`src/rtl/freq_ctrl_pkg.sv`:
```
`default_nettype none
// freq_ctrl_pkg: shared state encoding and BCD constants for the frequency-counter sequencer.
package freq_ctrl_pkg;

  typedef enum logic [1:0] {
    S_COUNT = 2'd0,
    S_TENS  = 2'd1,
    S_UNITS = 2'd2,
    S_LOAD  = 2'd3
  } state_t;

  localparam int         BCD_MAX     = 9;
  localparam int         DIV         = 10;
  localparam logic [3:0] BLANK_DIGIT = 4'hF;

endpackage
`default_nettype wire

```
`src/rtl/freq_gate_controller_edge_sync.sv`:
```
`default_nettype none
// edge_sync: two-flop synchroniser for an asynchronous pad plus rising-edge pulse detector.
module edge_sync (
  input  logic clk,
  input  logic reset,
  input  logic din,
  output logic pulse
);

  logic meta;
  logic q1;
  logic q2;

  always_ff @(posedge clk) begin
    if (reset) begin
      meta <= 1'b0;
      q1   <= 1'b0;
      q2   <= 1'b0;
    end else begin
      meta <= din;
      q1   <= meta;
      q2   <= q1;
    end
  end

  assign pulse = q1 & ~q2;

endmodule
`default_nettype wire

```
`src/rtl/freq_gate_controller.sv`:
```
`default_nettype none
// freq_gate_controller: counts pad edges over a gate window, converts to two BCD digits, strobes load.
// Build option FREQ_CTRL_BLANK_EN: on overflow publish 4'hF digits instead of saturating to 99.
module freq_gate_controller
  import freq_ctrl_pkg::*;
#(
  parameter int UPDATE_PERIOD = 1200,
  parameter int CNT_W         = 7,
  parameter int PER_W         = 12
) (
  input  logic             clk,
  input  logic             reset,
  input  logic             signal,
  input  logic             period_load,
  input  logic [PER_W-1:0] period,
  output logic             load,
  output logic [3:0]       ten_count,
  output logic [3:0]       unit_count,
  output logic             overflow,
  output logic             busy
);

  state_t           state;
  logic [PER_W-1:0] clk_cnt;
  logic [PER_W-1:0] gate_reg;
  logic [PER_W-1:0] gate_act;
  logic [PER_W-1:0] period_fixed;
  logic [CNT_W-1:0] edge_cnt;
  logic [CNT_W-1:0] edge_next;
  logic [CNT_W-1:0] work;
  logic [CNT_W-1:0] tens;
  logic [3:0]       units;
  logic             edge_pulse;
  logic             window_end;
  logic             over;

  edge_sync u_edge_sync (
    .clk   (clk),
    .reset (reset),
    .din   (signal),
    .pulse (edge_pulse)
  );

  assign period_fixed = (period == '0) ? PER_W'(1) : period;
  assign window_end   = (clk_cnt == gate_act - PER_W'(1));
  assign edge_next    = (edge_pulse && (edge_cnt != '1)) ? edge_cnt + CNT_W'(1) : edge_cnt;
  assign over         = (tens > CNT_W'(BCD_MAX));

  // gate_act is the window length in force; gate_reg only becomes active on S_COUNT entry.
  always_ff @(posedge clk) begin
    if (reset) begin
      state      <= S_COUNT;
      clk_cnt    <= '0;
      edge_cnt   <= '0;
      work       <= '0;
      tens       <= '0;
      units      <= '0;
      gate_reg   <= PER_W'(UPDATE_PERIOD);
      gate_act   <= PER_W'(UPDATE_PERIOD);
      load       <= 1'b0;
      ten_count  <= 4'd0;
      unit_count <= 4'd0;
      overflow   <= 1'b0;
      busy       <= 1'b0;
    end else begin
      load <= 1'b0;
      if (period_load) begin
        gate_reg <= period_fixed;
      end

      case (state)
        S_COUNT: begin
          edge_cnt <= edge_next;
          if (window_end) begin
            clk_cnt <= '0;
            work    <= edge_next;
            busy    <= 1'b1;
            state   <= S_TENS;
          end else begin
            clk_cnt <= clk_cnt + PER_W'(1);
          end
        end

        S_TENS: begin
          if (work >= CNT_W'(DIV)) begin
            work <= work - CNT_W'(DIV);
            tens <= tens + CNT_W'(1);
          end else begin
            state <= S_UNITS;
          end
        end

        S_UNITS: begin
          units <= work[3:0];
          state <= S_LOAD;
        end

        S_LOAD: begin
          load     <= 1'b1;
          overflow <= over;
          if (over) begin
`ifdef FREQ_CTRL_BLANK_EN
            ten_count  <= BLANK_DIGIT;
            unit_count <= BLANK_DIGIT;
`else
            ten_count  <= 4'(BCD_MAX);
            unit_count <= 4'(BCD_MAX);
`endif
          end else begin
            ten_count  <= tens[3:0];
            unit_count <= units;
          end
          edge_cnt <= '0;
          work     <= '0;
          tens     <= '0;
          units    <= '0;
          // A strobe landing on this cycle is honoured immediately rather than a window late.
          gate_act <= period_load ? period_fixed : gate_reg;
          busy     <= 1'b0;
          state    <= S_COUNT;
        end

        default: begin
          state <= S_COUNT;
          busy  <= 1'b0;
        end
      endcase
    end
  end

endmodule
`default_nettype wire

```
`config.mk`:
```
export PLATFORM = sky130hd
export DESIGN_NAME = freq_gate_controller
export DESIGN_NICKNAME = d
export VERILOG_FILES = /design/src/rtl/freq_ctrl_pkg.sv /design/src/rtl/freq_gate_controller_edge_sync.sv /design/src/rtl/freq_gate_controller.sv
export SDC_FILE = /design/constraint.sdc
export NUM_CORES = 1
export LEC_CHECK = 0
export CORE_MARGIN = 4
export CORE_UTILIZATION = 31
export CTS_CLUSTER_SIZE = 28
export DETAILED_ROUTE_END_ITERATION = 12
export SYNTH_ARGS = -nofsm -noshare
export SYNTH_HDL_FRONTEND = slang
export SYNTH_HIERARCHICAL = 1
export SYNTH_SLANG_ARGS = --single-unit
```
`constraint.sdc`:
```
create_clock -name clk -period 8.5 [get_ports clk]
set_input_delay 1.7 -clock clk [delete_from_list [all_inputs] [get_ports clk]]
set_output_delay 1.7 -clock clk [all_outputs]
set_load 0.03 [all_outputs]
```
Word-level counts from Yosys, hierarchy flattened
Index checks and enable logic that the tools add are counted.
Cells by class
  add/sub/neg operators: 5
  multiply operators: 0
  div/mod/pow operators: 0
  magnitude comparators: 2
  eq/ne operators: 8
  shift-type cells: 0
  mux-type cells: 19
  bitwise operators: 2
  reductions and logical operators: 11
Operator list (count)
  12-bit two-way mux: 3
  7-bit two-way mux: 4
  7-bit case mux with 2 select lines: 2
  7-bit case mux with 3 select lines: 1
  7-bit by 1-bit adder with 7-bit output (second input constant): 2
  12-bit by 1-bit adder with 12-bit output (second input constant): 1
  12-bit equality test: 1
  12-bit zero test: 1
  12-bit by 1-bit subtractor with 12-bit output (second input constant): 1
  4-bit two-way mux: 2
  2-bit case mux with 4 select lines: 1
  4-bit case mux with 2 select lines: 1
  7-bit by 4-bit >= comparator with 1-bit output (second input constant): 1
  7-bit by 4-bit greater-than comparator with 1-bit output (second input constant): 1
  7-bit != test (second input constant): 1
  7-bit by 4-bit subtractor with 7-bit output (second input constant): 1
  2-bit != test (second input constant): 3
  2-bit AND reduction: 3
  2-bit nonzero test: 3
  2-bit equality test (second input constant): 2
  2-bit two-way mux: 2
  3-bit AND reduction: 1
  3-bit nonzero test: 1
  2-bit by 1-bit equality test with 1-bit output (second input constant): 1
  6 further kinds: 7
Word-level totals
  register bits: 77
  latch bits: 0
  RAM bits: 0
  memory bits (read-only): 0
  input bits: 16
  logic and storage cells: 63
  memories: 0

Longest topological paths before layout
  word-level depth: 6
  depth in mapped cells: 9
  depth with buffers taken out: 9

Modules after synthesis
Netlist, hierarchy kept.
Modules (own cells, without submodules)
  freq_gate_controller: times used 1, cells each 448, area an instance 3821.2 µm², sequential area each 1481.4 µm²
  edge_sync: times used 1, cells each 7, area an instance 87.6 µm², sequential area each 60.1 µm²

Worst setup path before layout
Ideal clock, no wire load.
  path kind: input to register
  start: in period_load
  end: reg gate_act[10]
  data arrival time: 2.773 ns
  data required time: 8.371 ns
  setup slack: 5.598 ns
  stages: 6
  path through: clkbuf_1 -> buf_1 -> mux2i_1 -> nand2_1 -> o21ai_0 -> nand2_1
On the way
  longest elaborated chain between the ends: 1
Ends and longest elaborated chain
  start, declared: line freq_gate_controller.sv:14  | input logic period_load,
  12-bit two-way mux
  end signal, assigned: line freq_gate_controller.sv:59  | gate_act <= PER_W'(UPDATE_PERIOD);
  end signal, assigned: line freq_gate_controller.sv:118  | gate_act <= period_load ? period_fixed : gate_reg;
  end, declared: line freq_gate_controller.sv:26  | logic [PER_W-1:0] gate_act;
Every way passes these cells.
A chain may end at the register's enable or synchronous reset.

==> load_flow_metrics.sql <==
INSERT INTO impl_metrics (metric_group, metric, value, unit) VALUES
('clock_network', 'clock_path_buffers', '2', ''),
('critical_path', 'timing.critical_path.arrival', '3.39', 'ns'),
('route', 'route.antenna.remaining_nets', '0', ''),
('synth', 'ys_seq_elements', '77', ''),
('worst_hold_path', 'hold_start', 'u_edge_sync/meta', ''),
('sta', 'setup_violations', '0', ''),
('grt', 'grt.overflow.total', '0', ''),
('grt', 'antenna_found_initial', '0', ''),
('critical_path', 'timing.setup.critical_path_class', 'in2reg', ''),
('floorplan', 'floorplan.rows', '40', ''),
('route', 'post_drt_wl_per_cell', '13.7', 'um'),
('sta', 'worst_pin_slew', '0.892', 'ns'),
('synth', 'synth-edff-count', '0', ''),
('power_and_ir_drop', 'power.share.switching', '28.8', '%'),
('clock_network', 'cts_repair_resize_count', '0', ''),
('power_and_ir_drop', 'internal-power', '684', 'uW'),
('power_and_ir_drop', 'cellLeakagePower', '1.61', 'nW'),
('route', 'route.detailed.drc', '0', ''),
('sta', 'setup_ws', '5.39', 'ns'),
('critical_path', 'endpoint_kind_of_the_worst_setup_timing_path', 'flop', ''),
('clock_network', 'clkTransAtPathRegs', '0.06', 'ns'),
('worst_hold_path', 'worst_hold_path.num_cells', '1', ''),
('critical_path', 'worst_r2r_path_depth', '9', ''),
('synth', 'netlist.top_cell.by_area', 'sky130_fd_sc_hd__dfxtp_1', ''),
('power_and_ir_drop', 'clock_power_share', '39.7', '%'),
('route', 'vias', '3256', ''),
('finish', 'finalNetCount', '501', ''),
('synth', 'yosys_warnings', '6', ''),
('worst_hold_path', 'holdCritPathClass', 'reg2reg', ''),
('floorplan', 'boundaryPins', '27', ''),
('placed_design', 'place.gp.congestion', '0.817', ''),
('power_and_ir_drop', 'power_per_cell_area', '208', 'nW/um2'),
('finish', 'count_of_antenna_diodes_in_the_layout', '0', ''),
('synth', 'synthesis.area_per_instance', '8.59', 'um2'),
('power_and_ir_drop', 'p_seq_share', '41.0', '%'),
('critical_path', 'cpMaxStageDelayCell', 'sky130_fd_sc_hd__inv_1', ''),
('finish', 'drive_above_1_share', '7.11', '%'),
('clock_network', 'ctsRootBufferMaster', 'sky130_fd_sc_hd__clkbuf_16', ''),
('grt', 'track_usage', '12.8', '%'),
('grt', 'pin_count_of_the_biggest_net_entering_global_routing', '51', ''),
('route', 'routed_wirelength', '8830', 'um'),
('placed_design', 'dp_slack', '5.05', 'ns'),
('run', 'maxCapViolCount', '0', ''),
('outcome', 'run_status', 'completed', ''),
('critical_path', 'critical_path.max_stage_delay', '0.57', 'ns'),
('sta', 'finalSetupTns', '0', 'ns'),
('placed_design', 'place.detailed.instances', '631', ''),
('synth', 'syn-cell-area', '3910', 'um2'),
('synth', 'synth_sequential_area_ratio', '39.4', '%'),
('clock_network', 'cts_made_buffers', '9', ''),
('placed_design', 'place_hpwl', '6240', 'um'),
('finish', 'layout.cells.most_common_list', 'sky130_fd_sc_hd__dfxtp_1 (77), sky130_fd_sc_hd__nor2_1 (50), sky130_fd_sc_hd__nand2_1 (41), sky130_fd_sc_hd__o21ai_0 (25), sky130_fd_sc_hd__clkdlybuf4s50_1 (25)', ''),
('sta', 'rsz0062_at_grt', 'no', ''),
('finish', 'areaGrowthSynthToFinish', '18.1', '%'),
('synth', 'yosysUniqueCellTypes', '63', ''),
('grt', 'grt_pass1_vias', '3113', ''),
('synth', 'predominant_post_synthesis_flop_cell', 'sky130_fd_sc_hd__dfxtp_1', ''),
('floorplan', 'core-area', '12200', 'um2'),
('synth', 'synthDominantCellAreaShare', '39.4', '%'),
('finish', 'n_fill_cell', '1203', ''),
('route', 'vias_per_cell', '5.04', ''),
('clock_network', 'cts.sinks', '77', ''),
('sta', 'hold_violations', '0', ''),
('clock_network', 'post_cts_setup_buffer_count', '0', ''),
('clock_network', 'clock_latency', '0.33', 'ns'),
('sta', 'slew-limit-headroom', '39.7', '%'),
('placed_design', 'placed_area', '4320', 'um2'),
('floorplan', 'die_y', '120', 'um'),
('sta', 'timing.fmax', '321', 'MHz'),
('synth', 'syn_inst', '455', ''),
('power_and_ir_drop', 'comb_power_share', '19.3', '%');
==> cell families (layout without fill, tap and decap cells) <==
group	Yosys count	in the layout	share of synthesized area [%]
multiplexers	19	19	5.03
flip-flops	77	77	39.4
AND/OR/NAND/NOR	175	175	22.6
buffers and inverters	43	66	4.13
XOR/XNOR	24	24	5.38
AO/OA/AOI/OAI	106	106	19.9
adder cells (fa/ha/maj)	11	11	3.52
==> Yosys cell counts (all sizes together), types with 4 or more instances <==
master	instances
and3	7
buf	5
clkbuf	16
nand3	11
a221oi	4
or3	8
a21oi	19
nor3	10
nand4	9
nor4	8
o21ai	25
a211oi	10
nor2b	5
nor2	50
o31ai	4
mux2i	17
o32ai	5
a31oi	4
a22o	6
and2	15
xor2	6
inv	21
dfxtp	77
xnor2	18
nand2	41
ha	11
==> final cells by class <==
class	instances	area [um2]	share of cell area (%)
sequential	77	1540	33.4
multi-input combinational	335	2210	47.8
clock buffer	10	239	5.18
inverter	22	82.6	1.79
clock inverter	5	60.1	1.30
timing repair buffer	29	278	6.02
tap	168	210	4.55
==> path summary, 6_finish.rpt <==
| path | end | slack [ns] |
|---|---|---|
| hold / removal | u_edge_sync/q1 | 0.43 |
| setup reg to reg | work[2] | 5.41 |
| hold reg to reg | u_edge_sync/q1 | 0.43 |
| setup / recovery | work[0] | 5.39 |
==> through the flow <==
step,util [%],hold slack (ns)
2_1_floorplan,-,0.414
3_3_place_gp,35.5,0.421
3_5_place_dp,35.5,0.425
4_1_cts,38.0,0.438
5_1_grt,38.0,0.459
6_report,38.0,0.434
==> worst max-delay path: cells and delay by family <==
family | cells | cell delay [ns]
AOI/OAI and AO/OA | 1 | 0.16
and+or+nand+nor | 2 | 0.57
buffers and inverters | 3 | 0.93
==> power by group through the flow <==
stage          clock network, mW  registers [mW]  logic (mW)
6_report                   0.381           0.394       0.185
3_3_place_gp                   0           0.402       0.181
2_1_floorplan                  0           0.403       0.135
4_1_cts                    0.394           0.394       0.185
3_5_place_dp                   0           0.402       0.184
5_1_grt                    0.410           0.397       0.207
==> per-layer routing <==
metal  wire (um)  vias up  GRT usage, %
met5           0        -             0
met3         369        5          3.65
li1            -     1681             -
met2        4250       64          21.5
met1        4130     1506          15.6
met4          73        0          4.46
No activity file was read; power rests on OpenSTA's default activity.
